**src/rtl/booth_pkg.sv**
```systemverilog
// ---------------------------------------------------------------------------
// booth_pkg
// Shared types and helpers for the radix-4 Booth multiplier.
//   state_t        : controller states (IDLE / CALC / DONE)
//   booth_digit_t  : recoded radix-4 digit {neg, one, two}
//   w2_of/iter_of  : internal operand width and digit count for a given WIDTH
//   booth_decode   : 3-bit multiplier window -> Booth digit
// ---------------------------------------------------------------------------
package booth_pkg;

    typedef enum logic [1:0] {
        IDLE = 2'd0,
        CALC = 2'd1,
        DONE = 2'd2
    } state_t;

    typedef struct packed {
        logic neg;
        logic one;
        logic two;
    } booth_digit_t;

    // Two guard bits let one datapath handle both signed and unsigned operands.
    function automatic int w2_of(input int width);
        return width + 2;
    endfunction

    function automatic int iter_of(input int width);
        return (width + 2) / 2;
    endfunction

    // Window is {b[2i+1], b[2i], b[2i-1]}.
    function automatic booth_digit_t booth_decode(input logic [2:0] win);
        booth_digit_t d;
        d = '0;
        case (win)
            3'b001, 3'b010: d.one = 1'b1;
            3'b011:         d.two = 1'b1;
            3'b100:         begin d.neg = 1'b1; d.two = 1'b1; end
            3'b101, 3'b110: begin d.neg = 1'b1; d.one = 1'b1; end
            default:        d = '0;   // 000 and 111 are digit zero
        endcase
        return d;
    endfunction

endpackage

```
**src/rtl/booth_r4_recode.sv**
```systemverilog
// ---------------------------------------------------------------------------
// booth_r4_recode
// Combinational radix-4 Booth recoder: turns one 3-bit multiplier window and
// the (already extended) multiplicand into a signed partial product.
// Ports:
//   win    in  3       {b[2i+1], b[2i], b[2i-1]}
//   mcand  in  W2      extended multiplicand (two's complement)
//   pp     out W2+1    partial product in {0, +-A, +-2A}
// ---------------------------------------------------------------------------
module booth_r4_recode
    import booth_pkg::*;
#(
    parameter int W2 = 10
) (
    input  logic [2:0]    win,
    input  logic [W2-1:0] mcand,
    output logic [W2:0]   pp
);

    booth_digit_t dig;
    logic [W2:0]  mag;

    always_comb begin
        dig = booth_decode(win);
        mag = '0;
        if (dig.one) begin
            mag = {mcand[W2-1], mcand};
        end else if (dig.two) begin
            mag = {mcand, 1'b0};
        end
        // mcand never reaches -2^(W2-1) thanks to the guard bits, so -2A fits.
        pp = dig.neg ? (~mag + 1'b1) : mag;
    end

endmodule

```
**src/rtl/booth_r4_mul.sv**
```systemverilog
// ---------------------------------------------------------------------------
// booth_r4_mul
// Sequential radix-4 Booth multiplier, one digit retired per clock.
// Optional feature macro: BOOTH_R4_ACC_EN (accumulate into product on done).
// Ports:
//   clk      in   1          rising-edge clock
//   rst_n    in   1          synchronous active-low reset
//   start    in   1          request; accepted in IDLE and DONE
//   sgn      in   1          1: signed operands, 0: unsigned
//   a, b     in   WIDTH      multiplicand / multiplier
//   acc_clr  in   1          (BOOTH_R4_ACC_EN only) clear product before adding
//   busy     out  1          operation in progress
//   done     out  1          one-cycle pulse, product valid
//   product  out  2*WIDTH    result, held until next completion
// ---------------------------------------------------------------------------
module booth_r4_mul
    import booth_pkg::*;
#(
    parameter int WIDTH = 8
) (
    input  logic                 clk,
    input  logic                 rst_n,
    input  logic                 start,
    input  logic                 sgn,
    input  logic [WIDTH-1:0]     a,
    input  logic [WIDTH-1:0]     b,
`ifdef BOOTH_R4_ACC_EN
    input  logic                 acc_clr,
`endif
    output logic                 busy,
    output logic                 done,
    output logic [2*WIDTH-1:0]   product
);

    localparam int W2    = w2_of(WIDTH);
    localparam int ITER  = iter_of(WIDTH);
    localparam int CNT_W = $clog2(ITER);
    localparam int HW    = W2 + 2;
    localparam logic [CNT_W-1:0] CNT_LAST = CNT_W'(ITER - 1);

    state_t               state_q, state_d;
    logic [CNT_W-1:0]     cnt_q, cnt_d;
    logic [HW-1:0]        hi_q, hi_d;      // upper accumulator half
    logic [W2-1:0]        lo_q, lo_d;      // multiplier, product low bits shift in
    logic                 bm1_q, bm1_d;    // b[2i-1] of the current window
    logic [W2-1:0]        mcand_q, mcand_d;
    logic                 busy_q, busy_d;
    logic                 done_q, done_d;
    logic [2*WIDTH-1:0]   product_q, product_d;
`ifdef BOOTH_R4_ACC_EN
    logic                 acc_clr_q, acc_clr_d;
`endif

    logic [W2:0]          pp;
    logic [HW-1:0]        sum;
    logic [2*WIDTH-1:0]   res;

    function automatic logic [W2-1:0] ext(input logic [WIDTH-1:0] x, input logic s);
        return s ? {{2{x[WIDTH-1]}}, x} : {2'b00, x};
    endfunction

    booth_r4_recode #(.W2(W2)) u_recode (
        .win   ({lo_q[1:0], bm1_q}),
        .mcand (mcand_q),
        .pp    (pp)
    );

    assign sum = hi_q + {pp[W2], pp};
    assign res = {hi_q[2*WIDTH-W2-1:0], lo_q};

    always_comb begin
        state_d   = state_q;
        cnt_d     = cnt_q;
        hi_d      = hi_q;
        lo_d      = lo_q;
        bm1_d     = bm1_q;
        mcand_d   = mcand_q;
        done_d    = 1'b0;
        product_d = product_q;
`ifdef BOOTH_R4_ACC_EN
        acc_clr_d = acc_clr_q;
`endif

        case (state_q)
            CALC: begin
                // Add digit at weight 4^i then shift the whole {hi,lo,b[-1]} right by 2.
                hi_d  = {{2{sum[HW-1]}}, sum[HW-1:2]};
                lo_d  = {sum[1:0], lo_q[W2-1:2]};
                bm1_d = lo_q[1];
                cnt_d = cnt_q + CNT_W'(1);
                if (cnt_q == CNT_LAST) begin
                    state_d = DONE;
                end
            end
            DONE: begin
                done_d  = 1'b1;
`ifdef BOOTH_R4_ACC_EN
                product_d = (acc_clr_q ? '0 : product_q) + res;
`else
                product_d = res;
`endif
                state_d = IDLE;
            end
            default: ;
        endcase

        // Start is honoured in IDLE and DONE; DONE -> CALC gives back-to-back ops.
        if (start && (state_q != CALC)) begin
            state_d = CALC;
            cnt_d   = '0;
            hi_d    = '0;
            lo_d    = ext(b, sgn);
            bm1_d   = 1'b0;
            mcand_d = ext(a, sgn);
`ifdef BOOTH_R4_ACC_EN
            acc_clr_d = acc_clr;
`endif
        end

        busy_d = (state_d != IDLE);
    end

    always_ff @(posedge clk) begin
        if (!rst_n) begin
            state_q   <= IDLE;
            cnt_q     <= '0;
            hi_q      <= '0;
            lo_q      <= '0;
            bm1_q     <= 1'b0;
            mcand_q   <= '0;
            busy_q    <= 1'b0;
            done_q    <= 1'b0;
            product_q <= '0;
`ifdef BOOTH_R4_ACC_EN
            acc_clr_q <= 1'b0;
`endif
        end else begin
            state_q   <= state_d;
            cnt_q     <= cnt_d;
            hi_q      <= hi_d;
            lo_q      <= lo_d;
            bm1_q     <= bm1_d;
            mcand_q   <= mcand_d;
            busy_q    <= busy_d;
            done_q    <= done_d;
            product_q <= product_d;
`ifdef BOOTH_R4_ACC_EN
            acc_clr_q <= acc_clr_d;
`endif
        end
    end

    assign busy    = busy_q;
    assign done    = done_q;
    assign product = product_q;

endmodule
```
**config.mk**
```make
export PLATFORM = sky130hd
export DESIGN_NAME = booth_r4_mul
export DESIGN_NICKNAME = d
export VERILOG_FILES = /design/src/rtl/booth_pkg.sv /design/src/rtl/booth_r4_recode.sv /design/src/rtl/booth_r4_mul.sv
export SDC_FILE = /design/constraint.sdc
export NUM_CORES = 1
export LEC_CHECK = 0
export CORE_AREA = 5 5 74 103
export DETAILED_ROUTE_END_ITERATION = 10
export DIE_AREA = 0 0 79 108
export PLACE_DENSITY = 0.71
export SETUP_SLACK_MARGIN = 0.02
export SYNTH_ARGS = -nofsm -noshare
export SYNTH_HDL_FRONTEND = slang
export SYNTH_SLANG_ARGS = --single-unit
export TNS_END_PERCENT = 100
```
**constraint.sdc**
```tcl
create_clock -name clk -period 7.1 [get_ports clk]
set_input_delay 2.13 -clock clk [delete_from_list [all_inputs] [get_ports clk]]
set_output_delay 2.13 -clock clk [all_outputs]
set_load 0.02 [all_outputs]
```
==> metrics.md, run 1 <==
| Metric | Value |
|---|---|
| Status | finished clean |
| ANT cells | 0 |
| Ys Warns | 0 |
| End of the critical path | hi_q[6]$_SDFFE_PP0P_ |
| Post-synth EDFFs | 0 |
| Avg Synthesized Cell Area | ~8.5 sq um |
| Setup Crit Path Kind | primary input to register |
| Post-Syn Area | ~0.0032 sq mm |
| R2R setup slack | 3.06 ns |
| Layout Nets | 447 |
| Worst-Margin Slew | around 1.1 ns |
| First-pass GRT wire length | 12.2 mm |
| Syn Nets | 420 |
| Pwr dens | ~170 mW/mm^2 |
| Sequential area share after synthesis | between 30% and 40% |
| Hold buffer count at CTS | 0 |
| CP Capture Type | register |
| Post_cts resized | 0 |
| Initial drt markers | about 220 |
| Crit Reg-Reg Startpoint | lo_q[0]$_SDFFE_PN0P_ |
| Vias in the first global route | 2,651 |
| Initial Util | 49.0% |
| R2R depth | 14 |
| Worst slew margin | 23.8% |
| TritonCTS Buffers | 5 |
| TNS Setup | 0 ns |
| Max VDD drop | 0.108 mV |
| FMAX | about 230 MHz |
| DR pass1 iterations | 4 |
| HPWL Detailed | just over 5 mm |
| Largest net degree at the start of global routing | 48 |
| Clk_lat worst skew | just over 0.3 ns |
| Total Routing Usage GR | between 10% and 20% |
| Die area | around 0.0085 sq mm |
| Final Skew | slightly above 0.005 ns |
| DRC Markers | 0 |
| Post-CTS Setup Repair Bufs | 0 |
| Fraction of layout cells with a size suffix above 1 | under 10% |
| RSZ-0062 raised after global routing | no |
| Clk buf depth | 2 |
| Vias per cell | about 5.6 |
| # Max-Cap Violations | 0 |
| Worst Setup SP | start |
| Syn Inst Count | between 300 and 400 |
| Core area | between 0.006 and 0.007 sq mm |
| Critical Path RT | 7.36 ns |
| Io pins | 38 |
| Setup Slack @ Placement | between 2 and 2.5 ns |
| Clk root buf | clkbuf_8 |
| Number of filler cells placed in the layout | around 600 |
| Chip height | roughly 110 um |
| Netlist cell types | 53 |
| I/O Buffers | 37 |
| Die W | slightly below 80 um |
| Endpoints failing setup | 0 |
| Routed wire length per instance | 15.1 um |
| CTS tree | done |
| Routability cong. | approximately 0.87 |
| Worst R2R End | hi_q[7]$_SDFFE_PP0P_ |
| Fraction of registers with async set/reset | 0% |
| Leakage power | 1.44 nW |
| Top_reg_cell synth | dfxtp_1 |
| Row count | 35 |
| Crit Path Max Fanout | 14 |
| Post-route ant nets | 0 |
| Tot Pwr | 646 uW |
| Hold Fails Final Rpt | 0 |
| Worst EP arrival | 4.55 ns |
| Area delta synth->final | 15.9% |
| Post-route setup slack | 2.81 ns |
| Hold Crit Class | register to register |
| Global route overflow | 0 |
| Fin crit share | 60.4% |
| Via count | ~2.7k |
| Tmin final | around 4.3 ns |
| Critical Path Source Type | primary input |
| Max-slew violation count | 0 |
| Reg clk slew, reported paths | roughly 0.1 ns |
| Sinks on Clock Net | 53 |
| Total Wirelength | 7.23 mm |
| #FFs+latches synth | 53 |
| H-tree lvl count | 2 |
| Initial antenna violation count | 0 |
-- Yosys cell counts, types with 2 or more instances --
master    number  area share (%)
nand2_1       54             6.3
dfxtp_1       53              33
mux2i_1       31             9.7
nor2_1        23             2.7
ha_1          22             8.6
nor2b_1       19             3.7
a21oi_1       18             2.8
o21ai_0       18             2.8
a21boi_0      12             2.8
clkbuf_1      12             1.4
and2_1        11             2.2
inv_1         11             1.3
o21ai_1        9             1.4
nand3_1        6            0.94
xor2_1         6             1.6
a22oi_1        5             1.2
buf_2          5            0.78
a211oi_1       4            0.94
a21o_1         4            0.94
nand2b_1       4            0.78
o211ai_1       4            0.94
xnor2_1        4             1.1
and3_1         3            0.59
nor3b_1        3            0.70
or3_1          3            0.59
a211o_1        2            0.55
a31o_1         2            0.55
nand4b_1       2            0.55
nor3_1         2            0.31
o31ai_2        2            0.78
-- worst max-delay path: stages --
cell,delay [ns]
clkdlybuf4s50_1,0.73
nand2b_1,0.54
nand2_1,0.44
or3_1,0.44
mux2i_1,0.15
a31o_1,0.11
-- worst min path at each step --
stage                                        start  cells after the start  slack [ns]                        to
after floorplan              state_q[0]$_SDFF_PN0_                      2        0.48     state_q[0]$_SDFF_PN0_
after global placement       cnt_q[2]$_SDFFE_PP0P_                      2        0.49     cnt_q[2]$_SDFFE_PP0P_
final                         hi_q[5]$_SDFFE_PP0P_                      2        0.52      hi_q[5]$_SDFFE_PP0P_
after global routing         cnt_q[2]$_SDFFE_PP0P_                      2        0.55     cnt_q[2]$_SDFFE_PP0P_
after detailed placement  product[13]$_SDFFE_PN0P_                      2        0.50  product[13]$_SDFFE_PN0P_
after CTS                     hi_q[5]$_SDFFE_PP0P_                      2        0.52      hi_q[5]$_SDFFE_PP0P_
-- cell families (layout without fill, tap and decap cells) --
family | Yosys count | after routing | share of synthesized area (%)
xor+xnor | 10 | 10 | 2.74
mux | 32 | 32 | 10.2
simple gates | 137 | 137 | 21.3
compound gates | 91 | 91 | 19.3
flops | 53 | 53 | 33.2
buf+inv | 31 | 59 | 4.07
fa+ha+maj | 23 | 23 | 9.24
-- metrics by stage --
stage	util, %	hold slack, ns	cells	area, sq um
2_1_floorplan	-	0.477	377	3200
3_3_place_gp	55.0	0.491	471	3590
6_report	56.8	0.520	479	3710
4_1_cts	56.8	0.520	479	3710
5_1_grt	56.8	0.549	479	3710
3_5_place_dp	55.0	0.503	471	3590
-- cell usage in the layout, fill, tap and decap left out, types with 9 or more instances in the layout --
master,count
ha_1,22
mux2i_1,31
o21ai_0,18
and2_1,11
dfxtp_1,53
o21ai_1,9
nor2b_1,19
clkdlybuf4s50_1,37
inv_1,11
a21oi_1,18
nand2_1,54
a21boi_0,12
nor2_1,23
-- routing by layer --
metal / routed length (um) / track usage [%] / part of all wire (%) / vias up
met2: 3620 / 31.5 / 50 / 66
li1: - / - / - / 1379
met4: 212 / 6.76 / 2.9 / 0
met3: 302 / 2.92 / 4.2 / 16
met5: 0 / 0 / 0 / -
met1: 3090 / 20.9 / 43 / 1233
-- sequential cells by signal, indices dropped and copies added (netlist names) --
| signal | cells |
|---|---|
| busy | 1 |
| done | 1 |
| hi_q | 10 |
| state_q | 2 |
| lo_q | 10 |
| bm1_q | 1 |
| cnt_q | 3 |
| mcand_q | 9 |
| product | 16 |
-- power breakdown --
part	switching [mW]	internal, mW	total [mW]
sequential	0.0122	0.308	0.320
combinational	0.0605	0.0469	0.107
clock	0.110	0.108	0.218
-- final cells by class --
type / instances / area [sq um] / area share (%)
Multi-Input combinational cell: 293 / 2010 / 54.1
Sequential cell: 53 / 1060 / 28.6
Timing Repair Buffer: 39 / 385 / 10.4
Tap cell: 74 / 92.6 / 2.50
Clock buffer: 5 / 68.8 / 1.86
Clock inverter: 3 / 47.5 / 1.28
Inverter: 12 / 45.0 / 1.22
(Power assumes the default switching activity.)
==> run 2: changes to the inputs <==
--- a/config.mk
+++ b/config.mk
@@ -8,7 +8,7 @@
 export CORE_AREA = 5 5 74 103
 export DETAILED_ROUTE_END_ITERATION = 10
 export DIE_AREA = 0 0 79 108
-export PLACE_DENSITY = 0.71
+export PLACE_DENSITY = 0.74
 export SETUP_SLACK_MARGIN = 0.02
 export SYNTH_ARGS = -nofsm -noshare
 export SYNTH_HDL_FRONTEND = slang
==> constraint.sdc (replaced) <==
create_clock -name clk -period 3.9 [get_ports clk]
set_input_delay 1.17 -clock clk [delete_from_list [all_inputs] [get_ports clk]]
set_output_delay 1.17 -clock clk [all_outputs]
set_load 0.02 [all_outputs]
==> run 2 against run 1 <==
Wire length decreased by 0.55%. Design area increased by 1.3%. Hold slack about the same. Core utilization increased by 0.73 points. Die area unchanged. Sequential power increased by 82%. Critical endpoint is now hi_q[7]$_SDFFE_PP0P_. Largest power group unchanged. Highest routed layer unchanged.
==> metrics.md, run 2 (same netlist as run 1, synthesis figures left out) <==
| Metric | Value |
|---|---|
| Status | finished clean |
| First-pass GRT wire length | 12.1 mm (-1.3%) |
| Post-route ant nets | 0 (unchanged) |
| Worst EP arrival | 3.87 ns (-0.68 ns) |
| R2R depth | 16 (+2) |
| Layout Nets | 450 (+0.67%) |
| Sinks on Clock Net | 53 (unchanged) |
| Initial antenna violation count | 0 (unchanged) |
| Vias per cell | 5.60 (-0.36%) |
| Reg clk slew, reported paths | 0.10 ns (about the same) |
| Clock Power Share | 36.4% (+2.6 points) |
| Crit Reg-Reg Startpoint | bm1_q$_SDFFE_PP0P_ |
| CP bufs+invs | 1 (unchanged) |
| Most common cell after layout, fill and taps aside | nand2_1 |
| Endpoints failing setup | 0 (unchanged) |
| Max VDD drop | 0.272 mV (+150%) |
| Most frequent cells in the layout | 54 x nand2_1, 52 x dfxtp_1, 37 x clkdlybuf4s50_1 |
| Pwr dens | 328 mW/mm^2 (+88%) |
| Via count | 2,701 (+0.26%) |
| Worst hold path depth | 2 (unchanged) |
| Int Pwr | 907 uW (+96%) |
| Fin crit share | between 90% and 100% |
| Clk buf depth | 2 (unchanged) |
| CP Capture Type | register |
| Io pins | 38 (unchanged) |
| Routed wire length per instance | 14.9 um (-1.2%) |
| CTS tree | done |
| Critical Path Source Type | register |
| TNS Setup | 0 ns (unchanged) |
| Final core occ | 57.5% (+0.73 points) |
| Clk_lat worst skew | 0.31 ns (about the same) |
| Worst slew margin | 27.9% (+4.0 points) |
| Chip height | 108 um (unchanged) |
| Global route overflow | 0 (unchanged) |
| Leakage power | 1.46 nW (+1.7%) |
| RSZ-0062 raised after global routing | no |
| Fraction of layout cells with a size suffix above 1 | 5.88% (+1.2 points) |
| Psw | 323 uW (+77%) |
| Sequential power share | 47.3% (-2.3 points) |
| Max-slew violation count | 0 (unchanged) |
| Final Skew | 0.00948 ns (+0.00440 ns) |
| CP top delay family | compound AO/OA/AOI/OAI gates |
| Combinational fraction of design power | 16.3% (-0.3 points) |
| Crit Path Max Fanout | 6 (-8) |
| Worst-Margin Slew | 1.08 ns (-0.0607 ns) |
| Hold Fails Final Rpt | 0 (unchanged) |
| R2R setup slack | 0.24 ns (-2.82 ns) |
| DR pass1 iterations | 4 (unchanged) |
| Largest register FFs | 16 (unchanged) |
| Largest net degree at the start of global routing | 47 (-2.1%) |
| TritonCTS Buffers | 5 (unchanged) |
| Initial drt markers | 184 (-16%) |
| Switching share of power | 26.3% (-2.1 points) |
| Slowest-stage cell, CP | dfxtp_1 |
| Initial Util | 49.0% (unchanged) |
| Worst R2R End | hi_q[7]$_SDFFE_PP0P_ |
| FMAX | 273 MHz |
| Routability cong. | 0.919 (+5.4%) |
| Hold Crit Class | register to register |
| HPWL Detailed | 5.21 mm (+0.64%) |
| Critical Path RT | 4.11 ns (-3.25 ns) |
| Critical path's largest stage delay | 0.39 ns (-0.34 ns) |
| Core area | 0.00653 sq mm (unchanged) |
| Tmin final | around 3.7 ns |
| Total Wirelength | 7.19 mm (-0.55%) |
| Area delta synth->final | 17.4% |
| DRC Markers | 0 (unchanged) |
| Number of filler cells placed in the layout | 590 (-2.3%) |
| I/O Buffers | 37 (unchanged) |
| Row count | 35 (unchanged) |
| Die W | 79 um (unchanged) |
| Hold Startpoint | hi_q[0]$_SDFFE_PP0P_ |
| # Max-Cap Violations | 0 (unchanged) |
| Hold endpoint | hi_q[0]$_SDFFE_PP0P_ |
| Die area | 0.00853 sq mm (unchanged) |
| H-tree lvl count | 2 (unchanged) |
| Critical path cell sequence | inv_1 > ha_1 > mux2_4 > nand2_1 > nor2_1 > a21oi_1 > ha_2 > and4b_1 > a21oi_1 > o31ai_2 > xor2_1 > ha_1 > a211o_1 > o211ai_1 > mux2i_1 > nand2_1 |
| ANT cells | 0 (unchanged) |
| Total Routing Usage GR | 17.4% (-0.24 points) |
| Vias in the first global route | 2,674 (+0.87%) |
| Clk root buf | clkbuf_8 |
| Setup Crit Path Kind | register to register |
-- run 2: changes by cell type in the layout (fill, tap and decap cells not counted) --
| cell | change |
|---|---|
| inv_6 | -1 |
| buf_4 | +3 |
| ha_1 | -1 |
| dfxtp_1 | -1 |
| dfxtp_2 | +1 |
| bufinv_16 | +1 |
| ha_2 | +1 |
-- run 2: final cells by class --
class / instances / area [sq um] / area share, %
clock buffer: 5 / 68.8 / 1.83
timing repair buffer: 42 / 408 / 10.9
tap: 74 / 92.6 / 2.47
inverter: 12 / 45.0 / 1.20
multi-input combinational: 293 / 2010 / 53.5
sequential: 53 / 1060 / 28.3
clock inverter: 3 / 68.8 / 1.83
-- run 2: tightest hold or removal path: cells and delay by family, from the launching register on --
kind	cells	cell delay, ns
flip-flops	1	0.34
AO/OA/AOI/OAI	1	0.05
AND/OR/NAND/NOR	1	0.09
-- run 2: layer usage --
metal  global-route usage [%]  wire, um
met2                     31.8      3720
met3                     3.17       239
met1                     19.7      3040
met5                        0         0
met4                     7.13       191
-- run 2: power by group through the flow --
stage | Sequential, mW | Clock [mW] | Combinational [mW]
3_5_place_dp | 0.595 | 0 | 0.197
6_report | 0.582 | 0.448 | 0.200
5_1_grt | 0.586 | 0.481 | 0.223
2_1_floorplan | 0.588 | 0 | 0.144
4_1_cts | 0.582 | 0.457 | 0.199
3_3_place_gp | 0.594 | 0 | 0.192
-- run 2: repair_timing --
item                       4_1_cts  5_1_grt
setup endpoints to repair        0        3
resized for setup                0        2
hold buffers                     0        0
buffers inserted                 0        1
-- run 2: worst max path at each step --
stage                    startpoint              endpoint  cells after the start  slack, ns
3_5_place_dp   lo_q[0]$_SDFFE_PN0P_  hi_q[7]$_SDFFE_PP0P_                     16       0.24
4_1_cts        lo_q[0]$_SDFFE_PN0P_  hi_q[7]$_SDFFE_PP0P_                     16       0.19
3_3_place_gp   lo_q[0]$_SDFFE_PN0P_  hi_q[7]$_SDFFE_PP0P_                     16       0.43
6_report         bm1_q$_SDFFE_PP0P_  hi_q[7]$_SDFFE_PP0P_                     16       0.24
2_1_floorplan  lo_q[0]$_SDFFE_PN0P_  hi_q[7]$_SDFFE_PP0P_                     16       0.41
5_1_grt          bm1_q$_SDFFE_PP0P_  hi_q[7]$_SDFFE_PP0P_                     16      0.002
-- run 2: per-stage QoR --
stage	hold slack (ns)	std cells	setup slack, ns	area, sq um	power, mW
floorplan	0.477	377	0.406	3200	0.733
global placement	0.492	473	0.430	3600	0.787
detailed placement	0.506	473	0.242	3600	0.792
CTS	0.523	481	0.193	3740	1.24
global route	0.549	482	0.00202	3750	1.29
finish	0.520	482	0.236	3750	1.23
